[config.mk]
export PLATFORM = sky130hd
export DESIGN_NAME = alu_pipe
export DESIGN_NICKNAME = d
export VERILOG_FILES = /design/src/rtl/alu_pipe.sv
export SDC_FILE = /design/constraint.sdc
export NUM_CORES = 1
export LEC_CHECK = 0
export BUFFER_PORTS_ARGS = -buffer_cell sky130_fd_sc_hd__buf_2
export CORE_ASPECT_RATIO = 0.8
export CORE_MARGIN = 4
export CORE_UTILIZATION = 55
export DETAILED_ROUTE_END_ITERATION = 12
export GPL_TIMING_DRIVEN = 0
export PLACE_DENSITY = 0.81
export SETUP_SLACK_MARGIN = 0.3
export SLEW_MARGIN = 20
export SYNTH_ARGS = -nofsm -noshare
export SYNTH_HDL_FRONTEND = slang
export SYNTH_SLANG_ARGS = --single-unit
[constraint.sdc]
create_clock -name clk -period 7.55 [get_ports clk]
set_input_delay 0.3775 -clock clk [delete_from_list [all_inputs] [get_ports clk]]
set_output_delay 0.3775 -clock clk [all_outputs]
set_load 0.005 [all_outputs]
[src/rtl/alu_pipe.sv]
// Three-stage fixed-point MAC: a*b +/- c*d +/- e with Q-format coefficients b/d,
// round-half-up rescaling, optional saturation and a stall-together valid/ready pipe.
module alu_pipe #(
    parameter int BUS_WIDTH = 8,
    parameter int FRAC_BITS = 7,
    parameter int SATURATE  = 1
) (
    input  logic                          clk,
    input  logic                          rst_n,
    input  logic                          in_valid,
    output logic                          in_ready,
    input  logic [4:0][BUS_WIDTH-1:0]     ops,
    input  logic [1:0]                    mode,
    output logic                          out_valid,
    input  logic                          out_ready,
    output logic [BUS_WIDTH-1:0]          result,
    output logic                          overflow
);

    localparam int PW    = 2*BUS_WIDTH + 1;
    localparam int SW    = 2*BUS_WIDTH + 2;
    localparam int RND_I = (2**FRAC_BITS) / 2;

    localparam logic signed [PW-1:0] RND  = PW'(RND_I);
    localparam logic signed [SW-1:0] MAXV = SW'((2**(BUS_WIDTH-1)) - 1);
    localparam logic signed [SW-1:0] MINV = ~MAXV;

    logic                          w_en;

    logic                          r_s1_valid;
    logic [4:0][BUS_WIDTH-1:0]     r_s1_ops;
    logic [1:0]                    r_s1_mode;

    logic                          r_s2_valid;
    logic signed [PW-1:0]          r_s2_pab;
    logic signed [PW-1:0]          r_s2_pcd;
    logic [BUS_WIDTH-1:0]          r_s2_e;
    logic [1:0]                    r_s2_mode;

    logic                          r_out_valid;
    logic [BUS_WIDTH-1:0]          r_result;
    logic                          r_overflow;

    logic signed [PW-1:0]          w_a, w_b, w_c, w_d;
    logic signed [PW-1:0]          w_prod_ab, w_prod_cd;
    logic signed [PW-1:0]          w_pab, w_pcd;
    logic signed [SW-1:0]          w_pab_x, w_pcd_x, w_e_x;
    logic signed [SW-1:0]          w_sum;
    logic                          w_ovf;
    logic [BUS_WIDTH-1:0]          w_res;

    // The whole pipe moves as one; a stalled output freezes every stage.
    assign w_en      = !r_out_valid || out_ready;
    assign in_ready  = w_en;
    assign out_valid = r_out_valid;
    assign result    = r_result;
    assign overflow  = r_overflow;

    assign w_a = PW'($signed(r_s1_ops[0]));
    assign w_b = PW'($signed(r_s1_ops[1]));
    assign w_c = PW'($signed(r_s1_ops[2]));
    assign w_d = PW'($signed(r_s1_ops[3]));

    assign w_prod_ab = w_a * w_b;
    assign w_prod_cd = w_c * w_d;
    // Arithmetic shift after adding half an LSB rounds ties toward +inf.
    assign w_pab     = (w_prod_ab + RND) >>> FRAC_BITS;
    assign w_pcd     = (w_prod_cd + RND) >>> FRAC_BITS;

    assign w_pab_x = SW'(r_s2_pab);
    assign w_pcd_x = SW'(r_s2_pcd);
    assign w_e_x   = SW'($signed(r_s2_e));

    always_comb begin
        w_sum = '0;
        case (r_s2_mode)
            2'b00:   w_sum = w_pab_x + w_pcd_x + w_e_x;
            2'b01:   w_sum = w_pab_x - w_pcd_x + w_e_x;
            2'b10:   w_sum = w_e_x - (w_pab_x + w_pcd_x);
            default: w_sum = w_pab_x + w_pcd_x;
        endcase
    end

    always_comb begin
        w_ovf = (w_sum > MAXV) || (w_sum < MINV);
        w_res = w_sum[BUS_WIDTH-1:0];
        if (w_ovf && (SATURATE != 0)) begin
            w_res = (w_sum > MAXV) ? MAXV[BUS_WIDTH-1:0] : MINV[BUS_WIDTH-1:0];
        end
    end

    always_ff @(posedge clk or negedge rst_n) begin
        if (!rst_n) begin
            r_s1_valid  <= 1'b0;
            r_s1_ops    <= '0;
            r_s1_mode   <= '0;
            r_s2_valid  <= 1'b0;
            r_s2_pab    <= '0;
            r_s2_pcd    <= '0;
            r_s2_e      <= '0;
            r_s2_mode   <= '0;
            r_out_valid <= 1'b0;
            r_result    <= '0;
            r_overflow  <= 1'b0;
        end else if (w_en) begin
            r_s1_valid  <= in_valid;
            r_s1_ops    <= ops;
            r_s1_mode   <= mode;
            r_s2_valid  <= r_s1_valid;
            r_s2_pab    <= w_pab;
            r_s2_pcd    <= w_pcd;
            r_s2_e      <= r_s1_ops[4];
            r_s2_mode   <= r_s1_mode;
            r_out_valid <= r_s2_valid;
            r_result    <= w_res;
            r_overflow  <= w_ovf;
        end
    end

endmodule

# Word-level counts from Yosys, hierarchy flattened
# Cells that the tools add are included.
[op_classes]
n_addsub = 7
multipliers = 2
magnitude_cmp = 2
n_eq_ne = 2
n_mux = 3
n_reduce_logical = 4
[ops]
columns = ["op", "count"]
rows = [
  ["18-bit one-hot mux with 3 select lines", 1],
  ["16-bit by 8-bit adder with 17-bit output, second input constant", 2],
  ["8-bit by 8-bit multiplier with 16-bit output", 2],
  ["11-bit by 8-bit adder with 12-bit output", 2],
  ["18-bit by 8-bit > comparator with 1-bit output, second input constant", 1],
  ["18-bit by 8-bit less-than comparator with 1-bit output, second input constant", 1],
  ["8-bit 2-to-1 mux", 2],
  ["8-bit by 11-bit subtractor with 12-bit output", 1],
  ["10-bit by 10-bit adder with 11-bit output", 1],
  ["10-bit by 10-bit subtractor with 11-bit output", 1],
  ["2-bit by 1-bit == test with 1-bit output, second input constant", 1],
  ["2-bit == test, second input constant", 1],
  ["2-bit logical NOT", 1],
  ["1-bit logical OR", 2],
  ["1-bit logical NOT", 1],
]
[word_totals]
ff_bits = 84
inputBits = 46
out_inout_bits = 11
wordCells = 35

# Longest topological paths before layout
[depth]
ltp_word = 6
mapped_depth = 21
mapped_depth_nobuf = 20

# Worst setup path before layout
# Ideal clock, no wire load.
[synth_path]
path_type = "register -> register"
from = "register r_s2_pab[0]"
to = "register r_overflow, in the netlist overflow"
setup_ps = 73
arrival_ps = 4559
path_slack_ps = 2918
stages_incl_launch_ff = 21
cell_sequence = "dfrtp_1 > ha_1 > fa_1 > nor2b_1 > or3_1 > a32o_2 > nor2b_1 > nor4b_4 > nor2_1 > xnor2_1 > ha_1 > a21o_1 > nand2b_1 > a21o_1 > and3b_1 > a311oi_1 > nor4bb_1 > a31o_2 > nor3_4 > or2_1 > a21oi_2"
[synth_between]
elab_chain_cells = 5
word_cells_on_any_way = 9
[synth_lines]
columns = ["element", "line", "rtl"]
rows = [
  ["start, declared", "35", "logic signed [PW-1:0] r_s2_pab;"],
  ["start signal, assigned", "110", "r_s2_pab <= w_pab;"],
  ["10-bit by 10-bit adder with 11-bit output / 10-bit by 10-bit subtractor with 11-bit output (equally long branches)", "-", ""],
  ["8-bit by 11-bit subtractor with 12-bit output (tied with other cells)", "79", "2'b10: w_sum = w_e_x - (w_pab_x + w_pcd_x);"],
  ["18-bit one-hot mux with 3 select lines (*)", "76", "case (r_s2_mode)"],
  ["18-bit by 8-bit > comparator with 1-bit output / 18-bit by 8-bit less-than comparator with 1-bit output (equally long branches)", "85", "w_ovf = (w_sum > MAXV) || (w_sum < MINV);"],
  ["1-bit logical OR (*)", "85", ""],
  ["end signal, assigned", "116", "r_overflow <= w_ovf;"],
  ["end, declared", "42", "logic r_overflow;"],
]
# Mark *: on every way between the ends. The rest lies on a longest branch, timed or not.
# A chain may end at the register's enable or synchronous reset.

# Final worst setup path
[layout_path]
from = "register r_s2_pab[0]"
to = "register r_result[4], in the netlist result[4]"
[layout_between]
elab_chain_cells = 6
word_cells_on_any_way = 11
[layout_lines]
columns = ["element", "line", "rtl"]
rows = [
  ["10-bit by 10-bit adder with 11-bit output / 10-bit by 10-bit subtractor with 11-bit output (equally long branches)", "-", ""],
  ["8-bit by 11-bit subtractor with 12-bit output (tied with other cells)", "79", ""],
  ["18-bit one-hot mux with 3 select lines (*)", "76", ""],
  ["18-bit by 8-bit > comparator with 1-bit output / 18-bit by 8-bit less-than comparator with 1-bit output (equally long branches)", "85, 88", ""],
  ["8-bit 2-to-1 mux / 1-bit logical OR (equally long branches)", "88, 85", ""],
  ["8-bit 2-to-1 mux (*)", "87", "if (w_ovf && (SATURATE != 0)) begin"],
  ["end signal, assigned", "115", "r_result <= w_res;"],
  ["end, declared", "41", "logic [BUS_WIDTH-1:0] r_result;"],
]
# Marks and branches as above.

==> impl_summary.log <==
INFO  metric run_status = complete, no violations
INFO  metric rsz_0062_raised_after_global_routing = false
INFO  metric peak_freq = roughly 0.19 GHz
INFO  metric grt_pass1_vias = between 7,000 and 8,000
INFO  metric firstDrtPassIters = 5
INFO  metric clkLatencyLatePin = about 0.35 ns
INFO  metric grt_util_all_layers = approximately 22%
INFO  metric fp.coreArea = 18,200 µm²
INFO  metric syn_avg_cell_area = approximately 9 µm²
INFO  metric clock_pin_slew_reported_for_the_worst_setup_and_hold_paths_after_clock_tree_synthesis = ~0.070 ns
INFO  metric fin_crit = approximately 5.4 ns
INFO  metric grt_overflow_total = 0
INFO  metric drt_drc_violations_left = 0
INFO  metric flow.area_growth_from_synthesis = 9.50%
INFO  metric synth_area = about 10,000 µm²
INFO  metric worst_hold_slack = between 0.2 and 0.25 ns
INFO  metric timing_worst_slew_pin_value = around 0.76 ns
INFO  metric nets = roughly 1,500
INFO  metric drt-wirelength-per-cell = 15.7 µm
INFO  metric floorplan.die_area = about 21,000 µm²
INFO  metric worst_ep_required_time = roughly 8 ns
INFO  metric async_flop_share = 100%
INFO  metric grt_start_max_net_pins = 53
INFO  metric post_cts_resized = 0
INFO  metric placement.io_buffers = 56
INFO  metric number_of_antenna_violations_at_the_first_check_in_global_routing = 0
INFO  metric clock_skew = around 0.013 ns
INFO  metric cts_root_buffer = clkbuf_16
INFO  metric avgViaCountPerCell = approximately 5.4
INFO  metric total_number_of_yosys_warnings = 0
INFO  metric die_y = about 130 µm
INFO  metric top_level_ports = 57
INFO  metric start_util = around 56%
INFO  metric die_w = approximately 160 µm
INFO  metric cell_with_the_most_instances_after_synthesis = nand2_1
INFO  metric hold_path_class = input pin to flip-flop
INFO  metric std_cell_rows = 44
INFO  metric postSynth.topFlopCell = dfrtp_1
INFO  metric gp_congestion = ~0.9
INFO  metric num_vias = 7,765
INFO  metric post-place-cells = about 1,400
INFO  metric drt_first_iter_violations = around 510
INFO  metric place_hpwl = about 18 mm
INFO  metric antenna_left = 0
INFO  metric timing.critical_path.from_type = flip-flop
INFO  metric clk_path_buf_depth = 2
INFO  metric synth_top_cell_area_share = 24.8%
INFO  metric n_antenna_cell = 0
INFO  metric slew_headroom = approximately half
INFO  metric htree_num_levels = 3
INFO  metric tritoncts = yes
INFO  metric setup_viol = 0
INFO  metric min_period_over_period = 71.1%
INFO  metric worst-path-max-fanout = 10
INFO  metric detail_route.wirelength = 22.4 mm
INFO  metric maxCapViolCount = 0
INFO  metric synthTopCellsByArea = fa_1, dfrtp_1, ha_1, nand2_1, inv_1
INFO  metric layout-drive-gt1-share = roughly 8.8%
INFO  metric tritoncts.num_buffers = 9
INFO  metric grt_first_pass_wirelength = roughly 38 mm
INFO  metric arrival = 5.65 ns
INFO  metric criticalPathCategory = flip-flop to flip-flop
INFO  metric synth.net_count = ~1,400
INFO  metric seq_area_frac_synth = between 20% and 30%
INFO  metric synth_commonest_cells = nand2_1, inv_1, fa_1
INFO  metric synth_enable_flop_cells = 0
INFO  metric timing.final.ws_setup = 2.18 ns
INFO  metric final_cells = about 1,400
INFO  metric synth.distinct_cells = between 60 and 70
INFO  metric worst_setup_path_end_kind = flip-flop
INFO  metric final.setup.tns = 0 ns
INFO  metric flop_and_latch_count_out_of_synthesis = between 80 and 90
INFO  metric clock_tree_sinks = 84
INFO  metric synthesized_netlist_cell_count = roughly 1,100
INFO  metric timing.final.hold_violations = 0
INFO  metric synth_area_leader_cell = fa_1
INFO  metric place_worst_setup_slack = ~2.3 ns
INFO  metric timing.final.max_slew_violations = 0
[per-stage QoR]
step	util, %	cell area [µm²]
after detailed placement	59.3	10800
after global routing	61.3	11100
after floorplan	-	10200
after CTS	61.3	11100
final	61.3	11100
after global placement	59.1	10700
[logic make-up (layout without fill, tap and decap cells)]
kind of cell | count (synthesis) | after routing | synth area share, %
simple gates | 411 | 411 | 18.9
fa+ha+maj | 221 | 221 | 36.5
buf+inv | 189 | 263 | 7.60
compound gates | 153 | 153 | 10.3
flops | 84 | 84 | 20.7
xor+xnor | 59 | 59 | 5.23
mux | 8 | 8 | 0.824
[sequential cells by signal, indices dropped and copies added, names as in the netlist]
name	flops
r_s1_ops	40
r_s2_mode	2
r_s1_valid	1
r_s2_valid	1
r_s2_pcd	10
result	8
r_s2_e	8
r_s1_mode	2
overflow	1
out_valid	1
r_s2_pab	10
[cells in the final DEF (no fill, tap or decap), drive strengths merged, types with 11 or more instances in the layout]
cell type	instances
fa	126
inv	155
ha	95
dfrtp	84
nand2b	22
clkbuf	43
and2	58
xor2	24
o21ai	38
nand2	219
buf	59
nor2	56
nand3	11
xnor2	35
a21oi	45
[final timing paths]
path,startpoint,to,slack (ns),depth (start not counted)
setup / recovery,r_s2_pab[0],result[4],2.18,20
hold / removal,ops[5],r_s1_ops[5],0.22,3
setup reg to reg,r_s2_pab[0],result[4],2.18,20
hold reg to reg,r_s2_valid,out_valid,0.47,1
max in group asynchronous,rst_n,r_s1_ops[8],6.39,3
min in group asynchronous,rst_n,r_s2_mode[1],0.52,2
[layer usage]
layer	GRT usage, %	part of all wire (%)	vias up
li1	-	-	3711
met1	32.0	46	3811
met2	36.7	47	209
met3	3.43	5.3	34
met4	5.16	1.6	0
met5	0	0	-
[worst max-delay path: stages, from the launching register on]
cell,delay (ns)
dfrtp_1,0.43
ha_1,0.30
fa_1,0.42
nor2b_1,0.18
o311ai_2,0.39
nand3_1,0.13
o2111a_2,0.24
nor4b_4,0.27
nor2_1,0.08
xnor2_1,0.15
ha_1,0.33
a21o_1,0.20
nor4_1,0.18
nand3_1,0.16
and3b_1,0.20
a311oi_1,0.45
or4_1,0.18
mux2i_1,0.10
nor3_4,0.45
o221ai_1,0.26
a21oi_1,0.18
[timing repair]
action,CTS,global route
setup buffers,0,0
hold buffers,1,0
hold endpoints to repair,3,0
[layout make-up]
cell class	instances	area, µm²
Multi-Input combinational cell	852	7300
Fill cell	1499	7020
Sequential cell	84	2100
Inverter	154	578
Timing Repair Buffer	58	320
Tap cell	230	288
Clock buffer	11	253
Buffer	35	195
Clock inverter	5	106
Power is left out: the tool's default activity adds up to more than one toggle a clock period on the data nets, which glitch-free logic cannot reach.
